<file path="config.mk">
export PLATFORM = sky130hd
export DESIGN_NAME = wbu_result_arb
export DESIGN_NICKNAME = d
export VERILOG_FILES = /design/src/rtl/wbu_pkg.sv /design/src/rtl/wbu_src_fifo.sv /design/src/rtl/wbu_result_arb.sv
export SDC_FILE = /design/constraint.sdc
export NUM_CORES = 2
export LEC_CHECK = 0
export BUFFER_PORTS_ARGS = -buffer_cell sky130_fd_sc_hd__buf_2
export CORE_ASPECT_RATIO = 0.7
export CORE_MARGIN = 5
export CORE_UTILIZATION = 43
export CTS_CLUSTER_DIAMETER = 120
export DETAILED_ROUTE_END_ITERATION = 6
export SYNTH_ARGS = -nofsm -noshare
export SYNTH_HDL_FRONTEND = slang
export SYNTH_SLANG_ARGS = --single-unit
</file>
<file path="constraint.sdc">
create_clock -name clk -period 16.1 [get_ports clk]
set_input_delay 0.805 -clock clk [delete_from_list [all_inputs] [get_ports clk]]
set_output_delay 0.805 -clock clk [all_outputs]
set_load 0.02 [all_outputs]
</file>
<file path="src/rtl/wbu_pkg.sv">
// Shared types and helpers for the writeback result arbiter.
//   wb_entry_t : one buffered execution result (wen, preg, rob_id, data)
//   next_rr    : round-robin successor of a source index, wrapping at n
package wbu_pkg;

    localparam int PREG_W_DEF = 6;
    localparam int ROB_W_DEF  = 5;

    typedef struct packed {
        logic                  wen;
        logic [PREG_W_DEF-1:0] preg;
        logic [ROB_W_DEF-1:0]  rob_id;
        logic [31:0]           data;
    } wb_entry_t;

    function automatic int next_rr(input int idx, input int n);
        return (idx + 1 >= n) ? 0 : idx + 1;
    endfunction

endpackage

</file>
<file path="src/rtl/wbu_src_fifo.sv">
// Per-source result FIFO for the writeback arbiter.
// Ports:
//   clk, rst_n      clock, async active-low reset
//   flush           empties the FIFO at the next edge (wins over push/pop)
//   push, din       write an entry (ignored when full, even if popped same cycle)
//   pop             drop the head entry (ignored when empty)
//   head            oldest entry (undefined content when empty)
//   full, empty     occupancy flags derived from the registered count
module wbu_src_fifo
    import wbu_pkg::*;
#(
    parameter int DEPTH = 4
) (
    input  logic      clk,
    input  logic      rst_n,
    input  logic      flush,
    input  logic      push,
    input  logic      pop,
    input  wb_entry_t din,
    output wb_entry_t head,
    output logic      full,
    output logic      empty
);

    localparam int AW = $clog2(DEPTH);

    wb_entry_t     mem [DEPTH];
    logic [AW-1:0] wr_ptr;
    logic [AW-1:0] rd_ptr;
    logic [AW:0]   count;
    logic          do_push;
    logic          do_pop;

    assign full    = (count == (AW+1)'(DEPTH));
    assign empty   = (count == '0);
    assign do_push = push & ~full;
    assign do_pop  = pop & ~empty;
    assign head    = mem[rd_ptr];

    always_ff @(posedge clk or negedge rst_n) begin
        if (!rst_n) begin
            wr_ptr <= '0;
            rd_ptr <= '0;
            count  <= '0;
        end else if (flush) begin
            wr_ptr <= '0;
            rd_ptr <= '0;
            count  <= '0;
        end else begin
            if (do_push) wr_ptr <= wr_ptr + AW'(1);
            if (do_pop)  rd_ptr <= rd_ptr + AW'(1);
            case ({do_push, do_pop})
                2'b10:   count <= count + (AW+1)'(1);
                2'b01:   count <= count - (AW+1)'(1);
                default: count <= count;
            endcase
        end
    end

    // Storage needs no reset: only entries below count are ever read out.
    always_ff @(posedge clk) begin
        if (do_push && !flush) mem[wr_ptr] <= din;
    end

endmodule

</file>
<file path="src/rtl/wbu_result_arb.sv">
// Writeback result arbiter: buffers results from NUM_SRC execution pipes in
// per-source FIFOs and forwards up to NUM_WB per cycle, round-robin, to the
// regfile write ports and ROB completion bus.
// Ports:
//   clk, rst_n, flush                      clock, async active-low reset, flush
//   src_valid/src_ready                    per-pipe handshake (ready = FIFO not full)
//   src_wen/src_preg/src_rob_id/src_data   per-pipe result payload
//   wb_valid/wb_wen/wb_preg/wb_rob_id/wb_data  registered writeback slots
// Build option:
//   WBU_BYPASS_EN  an empty source may be granted straight from its input in
//                  the arrival cycle (latency 1 instead of 2).
module wbu_result_arb
    import wbu_pkg::*;
#(
    parameter int NUM_SRC = 5,
    parameter int NUM_WB  = 2,
    parameter int DEPTH   = 4,
    parameter int PREG_W  = PREG_W_DEF,
    parameter int ROB_W   = ROB_W_DEF
) (
    input  logic                           clk,
    input  logic                           rst_n,
    input  logic                           flush,
    input  logic [NUM_SRC-1:0]             src_valid,
    output logic [NUM_SRC-1:0]             src_ready,
    input  logic [NUM_SRC-1:0]             src_wen,
    input  logic [NUM_SRC-1:0][PREG_W-1:0] src_preg,
    input  logic [NUM_SRC-1:0][ROB_W-1:0]  src_rob_id,
    input  logic [NUM_SRC-1:0][31:0]       src_data,
    output logic [NUM_WB-1:0]              wb_valid,
    output logic [NUM_WB-1:0]              wb_wen,
    output logic [NUM_WB-1:0][PREG_W-1:0]  wb_preg,
    output logic [NUM_WB-1:0][ROB_W-1:0]   wb_rob_id,
    output logic [NUM_WB-1:0][31:0]        wb_data
);

    localparam int SRC_W = (NUM_SRC > 1) ? $clog2(NUM_SRC) : 1;
    localparam int WB_W  = (NUM_WB > 1) ? $clog2(NUM_WB) : 1;

    wb_entry_t          in_entry   [NUM_SRC];
    wb_entry_t          head       [NUM_SRC];
    wb_entry_t          cand_entry [NUM_SRC];
    wb_entry_t          slot_entry [NUM_WB];
    logic [NUM_SRC-1:0] full;
    logic [NUM_SRC-1:0] empty;
    logic [NUM_SRC-1:0] push;
    logic [NUM_SRC-1:0] pop;
    logic [NUM_SRC-1:0] cand;
    logic [NUM_SRC-1:0] grant;
    logic [NUM_WB-1:0]  slot_valid;
    logic [SRC_W-1:0]   rr_ptr;
    logic [SRC_W-1:0]   rr_next;

    for (genvar i = 0; i < NUM_SRC; i++) begin : g_src
        assign in_entry[i] = '{wen:    src_wen[i],
                               preg:   src_preg[i],
                               rob_id: src_rob_id[i],
                               data:   src_data[i]};
        assign src_ready[i] = ~full[i];

        wbu_src_fifo #(.DEPTH(DEPTH)) u_fifo (
            .clk   (clk),
            .rst_n (rst_n),
            .flush (flush),
            .push  (push[i]),
            .pop   (pop[i]),
            .din   (in_entry[i]),
            .head  (head[i]),
            .full  (full[i]),
            .empty (empty[i])
        );
    end

    always_comb begin
        int idx;
        int n;
        int last;
        idx        = 0;
        n          = 0;
        last       = 0;
        grant      = '0;
        slot_valid = '0;
        push       = '0;
        pop        = '0;
        rr_next    = rr_ptr;
        for (int j = 0; j < NUM_WB; j++) slot_entry[j] = '0;

        for (int s = 0; s < NUM_SRC; s++) begin
`ifdef WBU_BYPASS_EN
            // Bypass only from an empty FIFO so per-source order is kept.
            cand[s]       = ~empty[s] | src_valid[s];
            cand_entry[s] = empty[s] ? in_entry[s] : head[s];
`else
            cand[s]       = ~empty[s];
            cand_entry[s] = head[s];
`endif
        end

        // Rotate the scan start to rr_ptr; first NUM_WB candidates win, in order.
        for (int k = 0; k < NUM_SRC; k++) begin
            idx = int'(rr_ptr) + k;
            if (idx >= NUM_SRC) idx = idx - NUM_SRC;
            if (cand[idx[SRC_W-1:0]] && n < NUM_WB) begin
                slot_entry[n[WB_W-1:0]] = cand_entry[idx[SRC_W-1:0]];
                slot_valid[n[WB_W-1:0]] = 1'b1;
                grant[idx[SRC_W-1:0]]   = 1'b1;
                last = idx;
                n    = n + 1;
            end
        end
        if (n > 0) rr_next = SRC_W'(next_rr(last, NUM_SRC));

        for (int s = 0; s < NUM_SRC; s++) begin
            pop[s]  = grant[s] & ~empty[s];
            push[s] = src_valid[s] & ~full[s] & ~flush;
`ifdef WBU_BYPASS_EN
            if (grant[s] && empty[s]) push[s] = 1'b0;
`endif
        end
    end

    always_ff @(posedge clk or negedge rst_n) begin
        if (!rst_n) begin
            rr_ptr    <= '0;
            wb_valid  <= '0;
            wb_wen    <= '0;
            wb_preg   <= '0;
            wb_rob_id <= '0;
            wb_data   <= '0;
        end else if (flush) begin
            rr_ptr    <= '0;
            wb_valid  <= '0;
            wb_wen    <= '0;
            wb_preg   <= '0;
            wb_rob_id <= '0;
            wb_data   <= '0;
        end else begin
            rr_ptr <= rr_next;
            for (int j = 0; j < NUM_WB; j++) begin
                wb_valid[j]  <= slot_valid[j];
                // A write to p0 still completes in the ROB but never touches the regfile.
                wb_wen[j]    <= slot_entry[j].wen & (slot_entry[j].preg != '0);
                wb_preg[j]   <= slot_entry[j].preg;
                wb_rob_id[j] <= slot_entry[j].rob_id;
                wb_data[j]   <= slot_entry[j].data;
            end
        end
    end

endmodule

</file>
==> Yosys cells after proc, flatten, opt, wreduce, memory -nomap -nowiden <==
Memory sizes are Yosys's and may differ from the RTL's.
Index checks and enable logic that the tools add are counted.
{ "word_totals": {"register_bits": 128, "ramBits": 880, "in_bits": 228, "out_inout_bits": 95, "elab_cells": 354, "n_memories": 5} }
{ "mem_list": {"columns": ["memory", "words", "width", "read_ports", "rd_clocked_by_memory_dff", "write_ports", "line", "source"], "rows": [
  ["g_src[0].u_fifo.mem", 4, 44, 1, 0, 1, "wbu_src_fifo.sv:27", "wb_entry_t mem [DEPTH];"],
  ["g_src[1].u_fifo.mem", 4, 44, 1, 0, 1, "wbu_src_fifo.sv:27", null],
  ["g_src[2].u_fifo.mem", 4, 44, 1, 0, 1, "wbu_src_fifo.sv:27", null],
  ["g_src[3].u_fifo.mem", 4, 44, 1, 0, 1, "wbu_src_fifo.sv:27", null],
  ["g_src[4].u_fifo.mem", 4, 44, 1, 0, 1, "wbu_src_fifo.sv:27", null]
]} }
{ "classes": {"n_addsub": 34, "magnitude_cmp": 42, "eq_ne": 15, "mux": 133, "bitwise_logic": 55, "reduce_logical": 46} }
{ "ops": {"columns": ["operator", "count"], "rows": [
  ["44-bit binary-select mux with 3-bit select", 5],
  ["44-bit 2-to-1 mux", 15],
  ["32-bit 2-to-1 mux", 14],
  ["88-bit bitwise mux", 4],
  ["88-bit 2-to-1 mux", 4],
  ["44-bit demux with 1-bit select", 4],
  ["32-bit by 2-bit adder with 32-bit output (second input constant)", 5],
  ["32-bit by 3-bit < comparator with 1-bit output (second input constant)", 4],
  ["64-bit 2-to-1 mux", 1],
  ["2-bit 2-to-1 mux", 26],
  ["32-bit by 4-bit greater-or-equal comparator with 1-bit output (second input constant)", 1],
  ["32-bit by 1-bit greater-than comparator with 1-bit output (second input constant)", 1],
  ["3-bit one-hot mux with 2 select lines", 5],
  ["1-bit AND", 27],
  ["1-bit 2-to-1 mux", 26],
  ["5-bit 2-to-1 mux", 5],
  ["3-bit 2-to-1 mux", 8],
  ["1-bit logical AND", 22],
  ["2-bit nonzero test", 11],
  ["2-bit by 1-bit adder with 2-bit output (second input constant)", 10],
  ["4-bit greater-or-equal comparator (second input constant)", 5],
  ["3-bit by 4-bit < comparator with 1-bit output (second input constant)", 5],
  ["3-bit inverter with 4-bit output", 5],
  ["5-bit bitwise OR", 4],
  ["other kinds (30)", 108]
]} }

==> Depth between registers and ports, before layout <==
{ "depth": {"word_depth": 24, "ltp_mapped": 35, "ltp_nobuf": 30} }

==> Modules after synthesis <==
Synthesis repeated with hierarchy kept, for this count alone.
{ "hier_totals": {"cells_unflattened": 3851, "area_unflattened_um2": 50972.6} }
{ "modules_own_cells": {"columns": ["mod", "instances", "cells_per_inst", "area_each_um2", "seq_area_each_um2"], "rows": [
  ["wbu_result_arb", 1, 2380, 16092.9, 2327.2],
  ["wbu_src_fifo (g_src[1].u_fifo ...)", 2, 294, 6966.7, 5460.2],
  ["wbu_src_fifo (g_src[0].u_fifo)", 1, 296, 7004.2, 5460.2],
  ["wbu_src_fifo (g_src[2].u_fifo)", 1, 293, 6981.7, 5460.2],
  ["wbu_src_fifo (g_src[3].u_fifo)", 1, 294, 6960.4, 5460.2]
]} }

==> Least setup slack after synthesis <==
OpenSTA, ideal clock, no wires.
{ "synth_timing": {"kind": "flip-flop to flip-flop", "start": "register rr_ptr[1]", "end": "register rr_ptr[1]", "setup_time_ns": 0.101, "arrival_time_ns": 6.969, "required_time_ns": 15.999, "setup_slack_ns": 9.030, "stages_incl_launch_ff": 32, "path_buffers": 5, "period_less_slack_ns": 7.070, "path_cell_list": "dfrtp_1 > clkbuf_1 > inv_1 > ha_1 > ha_1 > clkbuf_1 > inv_1 > a32o_1 > a221oi_1 > o21a_1 > clkbuf_1 > clkbuf_1 > ha_1 > buf_1 > a21oi_1 > xnor2_1 > inv_1 > ha_1 > o21a_1 > nor2_2 > nand2_1 > o211ai_1 > a21boi_0 > ha_1 > nand4_1 > ha_1 > nor4b_1 > nand4_1 > inv_1 > a41oi_1 > or3_1 > o32ai_1"} }
{ "synth_between": {"elab_chain_len": 22, "word_cells_on_any_way": 58, "cone_classes": "14 x add/sub; 11 x order compare; 28 x mux; 5 x reduce/logical"} }
{ "synth_rtl": {"columns": ["item", "line", "source"], "rows": [
  ["start: declaration", "wbu_result_arb.sv:51", "logic [SRC_W-1:0] rr_ptr;"],
  ["start signal: assignment", "wbu_result_arb.sv:138", "rr_ptr <= rr_next;"],
  ["3-bit by 3-bit subtractor with 4-bit output / 3-bit greater-or-equal comparator (equally long branches)", "wbu_result_arb.sv:102", "if (idx >= NUM_SRC) idx = idx - NUM_SRC;"],
  ["32-bit 2-to-1 mux", "wbu_result_arb.sv:102", null],
  ["1-bit binary-select mux with 3-bit select", "wbu_result_arb.sv:103", "if (cand[idx[SRC_W-1:0]] && n < NUM_WB) begin"],
  ["1-bit 2-to-1 mux (implied by the code)", "wbu_result_arb.sv:103", null],
  ["1-bit 2-to-1 mux", "wbu_result_arb.sv:103", null],
  ["32-bit by 3-bit < comparator with 1-bit output", "wbu_result_arb.sv:103", null],
  ["1-bit logical AND", "wbu_result_arb.sv:103", null],
  ["32-bit 2-to-1 mux", "wbu_result_arb.sv:103", null],
  ["[6 not listed]", null, null],
  ["32-bit by 3-bit < comparator with 1-bit output", "wbu_result_arb.sv:103", null],
  ["1-bit logical AND", "wbu_result_arb.sv:103", null],
  ["32-bit 2-to-1 mux", "wbu_result_arb.sv:103", null],
  ["32-bit by 2-bit adder with 32-bit output", "wbu_pkg.sv:17", "return (idx + 1 >= n) ? 0 : idx + 1;"],
  ["32-bit by 4-bit greater-or-equal comparator with 1-bit output", "wbu_pkg.sv:17", null],
  ["3-bit 2-to-1 mux", "wbu_pkg.sv:17", null],
  ["3-bit 2-to-1 mux", "wbu_result_arb.sv:111", "if (n > 0) rr_next = SRC_W'(next_rr(last, NUM_SRC));"],
  ["3-bit 2-to-1 mux", "wbu_result_arb.sv:130", "end else if (flush) begin"]
]} }
Several ways; a longest one is shown, not always the timed one. The select of a mux whose other input is x is not followed.
A chain may end at the register's enable or synchronous reset.

==> Final worst setup path <==
{ "layout_timing": {"start": "register rr_ptr[1]", "end": "register rr_ptr[0]"} }
The elaborated chain is that of the path after synthesis.

==> flow_summary.ini <==
[setup_path]
end_kind = register
r2r_cells = 27
slowest_stage = ha_1
r2r_end = rr_ptr[0]$_DFFE_PN0P_
reg2reg_setup_slack_ns = 6.87
arrival_ns = 9.83
worstPathMaxFanout = 50
r2r_start = rr_ptr[1]$_DFFE_PN0P_
slowest_delay_ns = 0.95
crit_required_ns = 16.70
crit_path_start_kind = register
path_class = reg -> reg
cpMostUsedCell = ha_1

[routing]
drc = 0
routedWlPerCell_um = 29.5
dr.pass1.iters = 7
vias = 34336
drtIter0Drc = 4576
via_per_inst = 6.23
totalWireLength_um = 163000
antenna_left = 0

[logic_synthesis]
yosysWarnings = 0
ys_top_cells_by_area = edfxtp_1 (53%), mux4_2 (12%), dfrtp_1 (6.5%), nand2_1 (4.0%), a21oi_1 (2.0%)
synth-compound-area-share_pct = 11.3
synth_edf_count = 880
ys.flop_type = edfxtp_1
synth_xor_area_share_pct = 0.549
synth_seq_cells = 1008
synth.top_cell.area_share_pct = 53.5
synth_top_family_by_area = multiplexers
muxShareOfSynthArea_pct = 15.2
synth.distinct_cells = 84
synth_top_area_cell = edfxtp_1
synth_area_sq_um = 49400
async_flop_share_pct = 12.7
synthCells = 3681
synthAdderAreaFrac_pct = 1.48
synth_area_per_cell_sq_um = 13.4
yosys.area_share.simple_pct = 8.85
yosysSeqAreaShare_pct = 60.0

[floorplanning]
start_util_pct = 43.2
die-area_sq_um = 122000
core_sq_um = 115000
core.rowCount = 104
die_y_um = 294
boundaryPins = 323
die_w_um = 415

[layout]
final_cell_mix = edfxtp_1 (880), nand2_1 (530), buf_2 (320)
final_common_cell = edfxtp_1
fin_nets = 4166
layout-drive-gt1-share_pct = 23.5
fill_cells = 9916
area_growth_pct = 12.9

[timing]
fin_ws_ns = 6.87
fmax_ghz = 0.108
fin_crit_ns = 9.23
skew_ns = 0.0484
tns_ns = 0
final-setup-viol-count = 0
slew_violations = 0
rsz0062_at_grt = false
post-route-period-util_pct = 57.3
finalHoldViolCount = 0
timing_worst_slew_pin_value_ns = 1.14
slew_headroom_pct = 23.7

[place]
hpwlAfterDp_um = 107000
post-place-ws_ns = 7.13
port_buffers = 322
globalplace.congestion = 0.983

[global_routing]
grt_overflow = 0
antenna_found_initial = 15
first_global_vias = 32543
grt_max_degree = 91
grt_pass1_wl_um = 233000
track_usage_pct = 26.1

[cts]
path_clk_slew_ns = 0.06
cts_setup_buffers = 0
clock_latency_ns = 0.72
hold_buffers = 0
cts.sinks = 1008
numCtsBuffers = 95
clockBufferDepth = 3
cts-htree-levels = 3
cts_tree = yes
cts-resized-gates = 0
cts_root_buf = clkbuf_16

[hold_path]
worstHoldPathType = in -> async

[flow_run]
maxCapViolCount = 0

[outcome]
run_status = finished clean
[logic make-up after synthesis]
group / after synthesis
buffers and inverters: 333
DFF: 1008
and+or+nand+nor: 1004
AOI/OAI and AO/OA: 844
muxes: 405
xor gates and xnor gates: 31
adders and majority gates: 55
other: 1
[sequential cells by signal, summed over array words and instances, names as in the netlist]
signal               count
g_src.u_fifo.count      15
g_src.u_fifo.mem       880
g_src.u_fifo.rd_ptr     10
g_src.u_fifo.wr_ptr     10
rr_ptr                   3
wb_data                 64
wb_preg                 12
wb_rob_id               10
wb_valid                 2
wb_wen                   2
[metal layers]
metal  vias up  wire length, um  GRT usage, %
met5         -               69             0
met4        10             8000          11.1
li1      14823                -             -
met3       352            21900          11.0
met2      1970            69900          37.7
met1     17181            62700          34.7
[stage by stage]
stage	std cells	hold WS (ns)	cell area (sq um)	utilization, %
2_1_floorplan	3685	0.509	49400	-
3_3_place_gp	5323	0.521	52600	46.0
3_5_place_dp	5323	0.525	52600	46.0
4_1_cts	5500	0.138	55700	48.7
5_1_grt	5500	0.198	55700	48.7
6_report	5509	0.152	55800	48.7
[critical path: cells and delay by family, from the launching register on]
kind                     cells  cell delay [ns]
AND/OR/NAND/NOR              8             2.44
AO/OA/AOI/OAI                8             1.80
flip-flops                   1             0.73
buffers and inverters        6             2.07
adder cells (fa/ha/maj)      4             1.83
multiplexers                 1             0.23
[final cells by class]
type	instances	area, sq um	share of cell area (%)
inverters	35	136	0.245
diodes	9	22.5	0.0404
multi-input cells	2344	18700	33.6
flip-flops and latches	1008	29600	53.2
well taps	1537	1920	3.45
clock inverters	40	473	0.848
clock buffers	137	2640	4.73
repair buffers	399	2200	3.94
[synthesized netlist by cell type (92+ instances only)]
cell type  number
edfxtp_1      880
nand3_1       144
nor2_1        173
a211oi_1      114
mux4_2        271
mux2i_1        93
nand2_1       531
dfrtp_1       128
a21oi_1       200
o21ai_0        93
a31oi_1       137
o22ai_1        92
clkbuf_1      214
[how the worst max path moves through the flow]
stage	start	endpoint	slack [ns]
final	rr_ptr[1]$_DFFE_PN0P_	rr_ptr[0]$_DFFE_PN0P_	6.87
after global routing	rr_ptr[1]$_DFFE_PN0P_	rr_ptr[1]$_DFFE_PN0P_	6.30
after CTS	rr_ptr[1]$_DFFE_PN0P_	rr_ptr[1]$_DFFE_PN0P_	7.11
after detailed placement	rr_ptr[1]$_DFFE_PN0P_	rr_ptr[1]$_DFFE_PN0P_	7.13
after global placement	rr_ptr[1]$_DFFE_PN0P_	rr_ptr[1]$_DFFE_PN0P_	7.25
after floorplan	rr_ptr[1]$_DFFE_PN0P_	rr_ptr[1]$_DFFE_PN0P_	9.03
Power is not shown: default switching activity piles up to over one toggle a cycle in this logic, so the estimate is an artifact.
